$ cat src/rtl/sprite_rom_arbiter.sv
// Round-robin arbiter sharing one synchronous sprite ROM between duck (0), dog (1) and score (2).
// Grants issue one registered ROM read per cycle; a tag pipeline steers each returned word back to its requester.
module sprite_rom_arbiter #(
    parameter int ADDR_W  = 16,
    parameter int DATA_W  = 8,
    parameter int ROM_LAT = 1
) (
    input  logic              Clk,
    input  logic              Reset_n,
    input  logic [2:0]        req,
    input  logic [ADDR_W-1:0] addr0,
    input  logic [ADDR_W-1:0] addr1,
    input  logic [ADDR_W-1:0] addr2,
    output logic [2:0]        ack,
    output logic              rom_rd,
    output logic [ADDR_W-1:0] rom_addr,
    input  logic [DATA_W-1:0] rom_data,
    output logic [2:0]        rd_valid,
    output logic [DATA_W-1:0] rd_data
);

    logic [1:0]        ptr;
    logic [1:0]        win;
    logic [1:0]        cand;
    logic              grant;
    logic [ADDR_W-1:0] win_addr;

    logic [ROM_LAT:0]  tag_vld_p;
    logic [1:0]        tag_id_p [0:ROM_LAT];

    function automatic logic [1:0] inc3(input logic [1:0] v);
        return (v == 2'd2) ? 2'd0 : v + 2'd1;
    endfunction

    function automatic logic [2:0] onehot3(input logic [1:0] id);
        return 3'b001 << id;
    endfunction

    // Search ptr, ptr+1, ptr+2 (mod 3); the first active request wins.
    always_comb begin
        grant = 1'b0;
        win   = ptr;
        cand  = ptr;
        for (int k = 0; k < 3; k++) begin
            if (!grant && req[cand]) begin
                grant = 1'b1;
                win   = cand;
            end
            cand = inc3(cand);
        end
    end

    always_comb begin
        ack = (grant && Reset_n) ? onehot3(win) : 3'b000;
        case (win)
            2'd0:    win_addr = addr0;
            2'd1:    win_addr = addr1;
            default: win_addr = addr2;
        endcase
    end

    // Issue stage and tag pipeline; the tail stage lines up with rom_data.
    always_ff @(posedge Clk) begin
        if (!Reset_n) begin
            ptr       <= 2'd0;
            rom_rd    <= 1'b0;
            rom_addr  <= '0;
            tag_vld_p <= '0;
            for (int s = 0; s <= ROM_LAT; s++) tag_id_p[s] <= 2'd0;
            rd_valid  <= 3'b000;
            rd_data   <= '0;
        end else begin
            rom_rd <= |ack;
            if (|ack) begin
                rom_addr <= win_addr;
                ptr      <= inc3(win);
            end

            tag_vld_p[0] <= |ack;
            tag_id_p[0]  <= win;
            for (int s = 1; s <= ROM_LAT; s++) begin
                tag_vld_p[s] <= tag_vld_p[s-1];
                tag_id_p[s]  <= tag_id_p[s-1];
            end

            if (tag_vld_p[ROM_LAT]) begin
                rd_valid <= onehot3(tag_id_p[ROM_LAT]);
                rd_data  <= rom_data;
            end else begin
                rd_valid <= 3'b000;
            end
        end
    end

endmodule

$ cat config.mk
export PLATFORM = sky130hd
export DESIGN_NAME = sprite_rom_arbiter
export DESIGN_NICKNAME = d
export VERILOG_FILES = /design/src/rtl/sprite_rom_arbiter.sv
export SDC_FILE = /design/constraint.sdc
export NUM_CORES = 1
export LEC_CHECK = 0
export ABC_AREA = 1
export BUFFER_PORTS_ARGS = -buffer_cell sky130_fd_sc_hd__buf_2
export CORE_AREA = 4 4 70 72
export DETAILED_ROUTE_END_ITERATION = 10
export DIE_AREA = 0 0 74 76
export GPL_ROUTABILITY_DRIVEN = 0
export GPL_TIMING_DRIVEN = 1
export PLACE_DENSITY = 0.88
export SETUP_SLACK_MARGIN = 0.15
export SYNTH_ARGS = -nofsm -noshare
export SYNTH_HDL_FRONTEND = slang
export SYNTH_SLANG_ARGS = --single-unit
$ cat constraint.sdc
create_clock -name Clk -period 2 [get_ports Clk]
set_input_delay 0.1 -clock Clk [delete_from_list [all_inputs] [get_ports Clk]]
set_output_delay 0.1 -clock Clk [all_outputs]
set_load 0.005 [all_outputs]
==> impl_metrics.py, run 1 <==
metrics = {
    "drt": {
        "drcViolationCount": 0,
        "dr.pass1.iters": 4,
        "wl_mm": 6.02,
        "antenna_left": 0,
        "drt_iter0_drc": 144,
        "wl_per_cell_um": 13.6,
        "viasPerCell": 4.95,
        "via_count": 2186,
    },
    "grt": {
        "grtUsageMet2": 0.335,
        "grt_usage": 0.200,
        "grt_pass1_vias": 2037,
        "grt_overflow": 0,
        "use_met1": 0.238,
        "grt_pass1_wl_mm": 9.02,
        "antenna_found_initial": 0,
        "grt_use_met3": 0.0475,
        "grt_max_degree": 29,
        "busiest_layer": "met2",
    },
    "floorplan": {
        "die_height_um": 76,
        "num_rows": 24,
        "initial_utilization": 0.443,
        "fp.dieW_um": 74,
        "boundaryPins": 92,
        "core_area_sq_um": 4290,
        "die-area_sq_um": 5620,
    },
    "place": {
        "postPlaceCellArea_sq_um": 2340,
        "dpl.hpwl_mm": 3.72,
        "dp_cells": 408,
        "port_buffers": 91,
        "place_ws_ps": 57.4,
    },
    "logic_synthesis": {
        "syn_avg_cell_area_sq_um": 6.90,
        "synth.yosys.seq_area_share": 0.368,
        "syn_area_sq_um": 1900,
        "synth_top_area_frac": 0.368,
        "syn_nets": 337,
        "syn_inst": 276,
        "synthFlopType": "dfxtp_1",
        "yosysTopAreaCell": "dfxtp_1",
        "synth_edf_count": 0,
        "synth_cell_types": 26,
        "async_reset_ff_frac": 0,
        "synth_warnings": 0,
        "ys_ff_latch": 35,
        "synth_top_cells_by_count": "nand2_1, nor2_1, nand3_1",
        "synth_area_leaders": "dfxtp_1, nand3_1, nand2_1",
        "synth.most_common_cell": "nand2_1",
    },
    "worst_setup_path": {
        "start_kind": "register",
        "cp-startpoint": "ptr[1]",
        "required_ps": 1900,
        "worstSetupEndpoint": "ack[1]",
        "r2r_end": "rom_addr[15]",
        "rrSetupSlack_ps": 130,
        "critPathMaxFanout": 7,
        "worstSetupPathType": "register to output port",
        "r2r_start": "ptr[1]",
        "r2r_cells": 13,
        "worstSetupEndpointType": "output port",
        "crit_arrival_ps": 1850,
    },
    "pwr": {
        "netSwitchingFraction": 0.438,
        "p_int_mw": 2.42,
        "power_frac_seq": 0.236,
        "ir_drop_uv": 724,
        "switchingPower_mw": 1.88,
        "combPwrFrac": 0.613,
        "pwr_density_cell_nw_per_um2": 1510,
        "clkPwrFrac": 0.151,
        "p_leak_nw": 1.51,
    },
    "cts": {
        "holdBufCountCts": 0,
        "cts_buffers": 5,
        "clockBufferDepth": 2,
        "cts_tree": "done",
        "cts.sinks": 35,
        "clockRootBuffer": "clkbuf_8",
        "clk_pin_slew_ps": 80,
        "htreeDepth": 2,
        "clock_latency_ps": 290,
    },
    "timing": {
        "rsz0062_at_grt": "true",
        "min_period_ps": 1950,
        "hold_viol_final": 0,
        "fmax_mhz": 513,
        "worst_pin_slew_ps": 317,
        "min_period_over_period": 0.974,
        "setup_violations": 0,
        "slew-limit-headroom": 0.788,
        "finalWorstSetupSlack_ps": 51.6,
        "timing.clock.skew_ps": 3.56,
        "maxSlewViolCount": 0,
        "setup_tns_ps": 0,
    },
    "final_layout": {
        "final_cell_area_sq_um": 2850,
        "drive_above_1_share": 0.449,
        "fillers": 364,
        "final_nets": 450,
        "final_cell_count_no_fill": 442,
        "seqCellArea_sq_um": 708,
        "synthToLayoutAreaGrowth_pct": 49.4,
        "insertedDiodeCount": 0,
        "multi_input_area_sq_um": 1170,
    },
    "min_path": {
        "hp-class": "primary input to register",
    },
    "flow_run": {
        "max-cap-violations": 0,
    },
    "status": {
        "status": "completed",
    },
}
-- timing repair --
item,in CTS,in global routing
buffers inserted,15,8
endpoints found under the setup margin,18,19
pin swaps,11,12
cloned,2,1
resized for setup,18,24
-- worst max-delay path, cell delays in order (launching register included) --
cell	delay (ps)
dfxtp_4	420
inv_6	60
nand3_1	120
nand3_2	140
nor2_4	190
buf_6	120
nand3b_4	100
nand2_8	130
nand2_8	70
nor2_4	80
buf_2	110
-- cells by family (layout without fill, tap and decap cells) --
family,count (synthesis),in the layout,share of synthesized area
compound gates,26,26,0.0716
simple gates,183,185,0.467
flops,35,35,0.368
buf+inv,32,144,0.0933
-- worst min path at each step --
stage                 end        start  cells after the start
2_1_floorplan  rd_data[5]  rom_data[5]                      2
3_3_place_gp   rd_data[1]  rom_data[1]                      3
3_5_place_dp   rd_data[0]  rom_data[0]                      3
4_1_cts        rd_data[0]  rom_data[0]                      3
5_1_grt        rd_data[6]  rom_data[6]                      3
6_report       rd_data[0]  rom_data[0]                      3
-- state kept, by name (all words and copies together) (netlist names) --
name / cells
rd_valid: 3
rom_addr: 16
tag_vld_p: 2
rd_data: 8
tag_id_p: 4
ptr: 2
-- final cells by class --
| type | instances | share of cell area |
|---|---|---|
| Multi-Input combinational cell | 211 | 0.411 |
| Tap cell | 52 | 0.0229 |
| Inverter | 17 | 0.0242 |
| Clock buffer | 5 | 0.0242 |
| Timing Repair Buffer | 119 | 0.253 |
| Sequential cell | 35 | 0.249 |
| Clock inverter | 3 | 0.0154 |
-- cells in the final DEF (no fill, tap or decap), drive strengths merged, types with 2 or more instances in the layout --
cell and n:
nor3 2, nand3 47, nor2 59, nand2 73, o21ai 24, inv 17, clkinv 2, buf 119
nand4 2, dfxtp 35, clkbuf 5
-- routing by layer --
| metal | routed length [um] | vias up |
|---|---|---|
| met1 | 2420 | 965 |
| met4 | 74 | 0 |
| met5 | 0 | - |
| met2 | 2970 | 104 |
| li1 | - | 1109 |
| met3 | 557 | 8 |
-- metrics by stage --
step,hold WS [ps],power [mW],util
after floorplan,235,2.37,-
after global placement,329,2.66,0.546
after detailed placement,335,2.71,0.546
after CTS,32.1,3.92,0.621
after global routing,37.8,4.59,0.663
final,27.3,4.30,0.663
-- power groups by stage --
stage	combinational [mW]	sequential (mW)	clock [mW]
2_1_floorplan	1.38	0.991	0
3_3_place_gp	1.66	0.996	0
3_5_place_dp	1.71	1.00	0
4_1_cts	2.26	1.00	0.654
5_1_grt	2.86	1.03	0.691
6_report	2.64	1.01	0.649
Power figures use the tool's default switching activity.
==> run 2: changes to the inputs <==
--- a/config.mk
+++ b/config.mk
@@ -7,12 +7,13 @@
 export LEC_CHECK = 0
 export ABC_AREA = 1
 export BUFFER_PORTS_ARGS = -buffer_cell sky130_fd_sc_hd__buf_2
-export CORE_AREA = 4 4 70 72
+export CORE_AREA = 4 4 76 78
 export DETAILED_ROUTE_END_ITERATION = 10
-export DIE_AREA = 0 0 74 76
+export DIE_AREA = 0 0 80 82
 export GPL_ROUTABILITY_DRIVEN = 0
 export GPL_TIMING_DRIVEN = 1
-export PLACE_DENSITY = 0.88
+export PLACE_DENSITY = 0.78
+export RECOVER_POWER = 25
 export SETUP_SLACK_MARGIN = 0.15
 export SYNTH_ARGS = -nofsm -noshare
 export SYNTH_HDL_FRONTEND = slang
==> run 2 against run 1 <==
  * Register-to-register slack about the same
  * First-iteration DRC count decreased by 30%
  * Utilization down 9.0 points
  * Final area increased by 2.2%
  * Sequential cell count stayed put
  * Cell count grew 3.8%
  * Worst hold slack better by 4.9 ps
  * Largest cell class unchanged
  * Largest power group unchanged
==> impl_metrics.py, run 2 (synthesis results as in run 1) <==
metrics = {
    "place": {
        "port_buffers": 91,
        "dpl.hpwl_mm": 3.92,
        "dp_cells": 426,
        "place_ws_ps": 3.78,
        "postPlaceCellArea_sq_um": 2380,
    },
    "cts": {
        "cts_buffers": 5,
        "clock_latency_ps": 290,
        "cts.sinks": 35,
        "cts_tree": "done",
        "htreeDepth": 2,
        "clockBufferDepth": 2,
        "clk_pin_slew_ps": 80,
        "holdBufCountCts": 0,
        "clockRootBuffer": "clkbuf_8",
    },
    "worst_setup_path": {
        "worstSetupEndpointType": "output port",
        "r2r_start": "ptr[1]",
        "start_kind": "register",
        "cp-startpoint": "ptr[1]",
        "crit_arrival_ps": 1860,
        "required_ps": 1900,
        "worstSetupPathType": "register to output port",
        "critPathMaxFanout": 7,
    },
    "final_layout": {
        "layout_commonest_cell": "buf_2",
        "top_register": "rom_addr",
        "final_cell_area_sq_um": 2910,
        "final_nets": 449,
        "final_cell_count_no_fill": 459,
        "largest_reg_flops": 16,
        "largestRegisters": "rom_addr x16, rd_data x8, tag_id_p x4",
        "synthToLayoutAreaGrowth_pct": 52.7,
        "insertedDiodeCount": 0,
        "drive_above_1_share": 0.450,
        "final_cell_mix": "buf_2, nor2_1, nand2_1",
    },
    "grt": {
        "grt_pass1_wl_mm": 9.23,
        "use_met1": 0.199,
        "grt_usage": 0.180,
        "grt_pass1_vias": 2042,
        "grtUsageMet2": 0.325,
        "grt_overflow": 0,
        "busiest_layer": "met2",
        "antenna_found_initial": 0,
        "grt_use_met3": 0.0570,
        "grt_max_degree": 29,
    },
    "drt": {
        "drcViolationCount": 0,
        "antenna_left": 0,
        "viasPerCell": 4.87,
        "wl_per_cell_um": 13.8,
        "wl_mm": 6.32,
        "drt_iter0_drc": 101,
        "via_count": 2237,
        "dr.pass1.iters": 4,
    },
    "floorplan": {
        "core_area_sq_um": 5070,
        "initial_utilization": 0.375,
        "boundaryPins": 92,
        "die_height_um": 82,
        "num_rows": 26,
        "fp.dieW_um": 80,
        "die-area_sq_um": 6560,
    },
    "timing": {
        "fmax_mhz": 511,
        "setup_violations": 0,
        "min_period_ps": 1960,
        "finalWorstSetupSlack_ps": 44.7,
        "maxSlewViolCount": 0,
        "min_period_over_period": 0.978,
        "worst_pin_slew_ps": 269,
        "timing.clock.skew_ps": 5.91,
        "hold_viol_final": 0,
        "rsz0062_at_grt": "true",
        "slew-limit-headroom": 0.820,
    },
    "min_path": {
        "hp-class": "primary input to register",
        "min_from": "rom_data[0]",
    },
    "status": {
        "status": "completed",
    },
    "pwr": {
        "p_leak_nw": 1.51,
        "pwr_density_cell_nw_per_um2": 1490,
        "ir_drop_uv": 803,
    },
    "flow_run": {
        "max-cap-violations": 0,
    },
}
==> run 2: cell type report <==
cell class,instances,area [sq um]
clock inverter,3,43.8
clock buffer,5,68.8
multi-input combinational,211,1240
timing repair buffer,118,691
tap,70,87.6
fill,460,2170
sequential,35,708
inverter,17,71.3
==> run 2: metal layers <==
layer	up-vias	routed length, um
met2	94	3090
met4	0	119
met5	-	0
li1	1114	-
met1	1013	2570
met3	16	540
==> run 2: path summary, 6_finish.rpt <==
check	end	slack (ps)	depth (start not counted)
setup reg to reg	rom_addr[10]	120	14
setup / recovery	ack[2]	40	12
hold / removal	rd_data[0]	30	3
hold reg to reg	tag_id_p[0][3]	420	2
==> run 2: timing repair <==
action | in CTS | in global routing
buffers inserted | 18 | 5
pin swaps | 12 | 25
endpoints found under the setup margin | 19 | 20
gates resized for setup | 15 | 39
endpoints found under the hold margin | 0 | 0
cloned | 2 | 1
==> run 2: worst max-delay path: stages, from the launching register on <==
cell and delay, ps:
dfxtp_4 440, inv_8 70, nand2_8 80, nor2_4 40
inv_2 80, nand2_2 70, nor2_4 190, nand3_4 110
nand2_4 100, buf_12 120, nand2_4 40, nor2_1 80
buf_2 130
==> run 2: per-stage QoR <==
stage | TNS, ps | hold slack, ps | total power [mW] | util
after floorplan | 0 | 235 | 2.37 | -
final | 0 | 32.1 | 4.33 | 0.573
after global routing | -72.1 | 29.9 | 4.64 | 0.573
after CTS | 0 | 30.7 | 4.02 | 0.537
after global placement | 0 | 325 | 2.74 | 0.469
after detailed placement | 0 | 326 | 2.79 | 0.469
==> run 2: power breakdown <==
group / internal (mW) / leakage (nW) / switching [mW]
combinational: 1.15 / 1.16 / 1.52
sequential: 0.890 / 0.292 / 0.129
clock: 0.371 / 0.0581 / 0.264
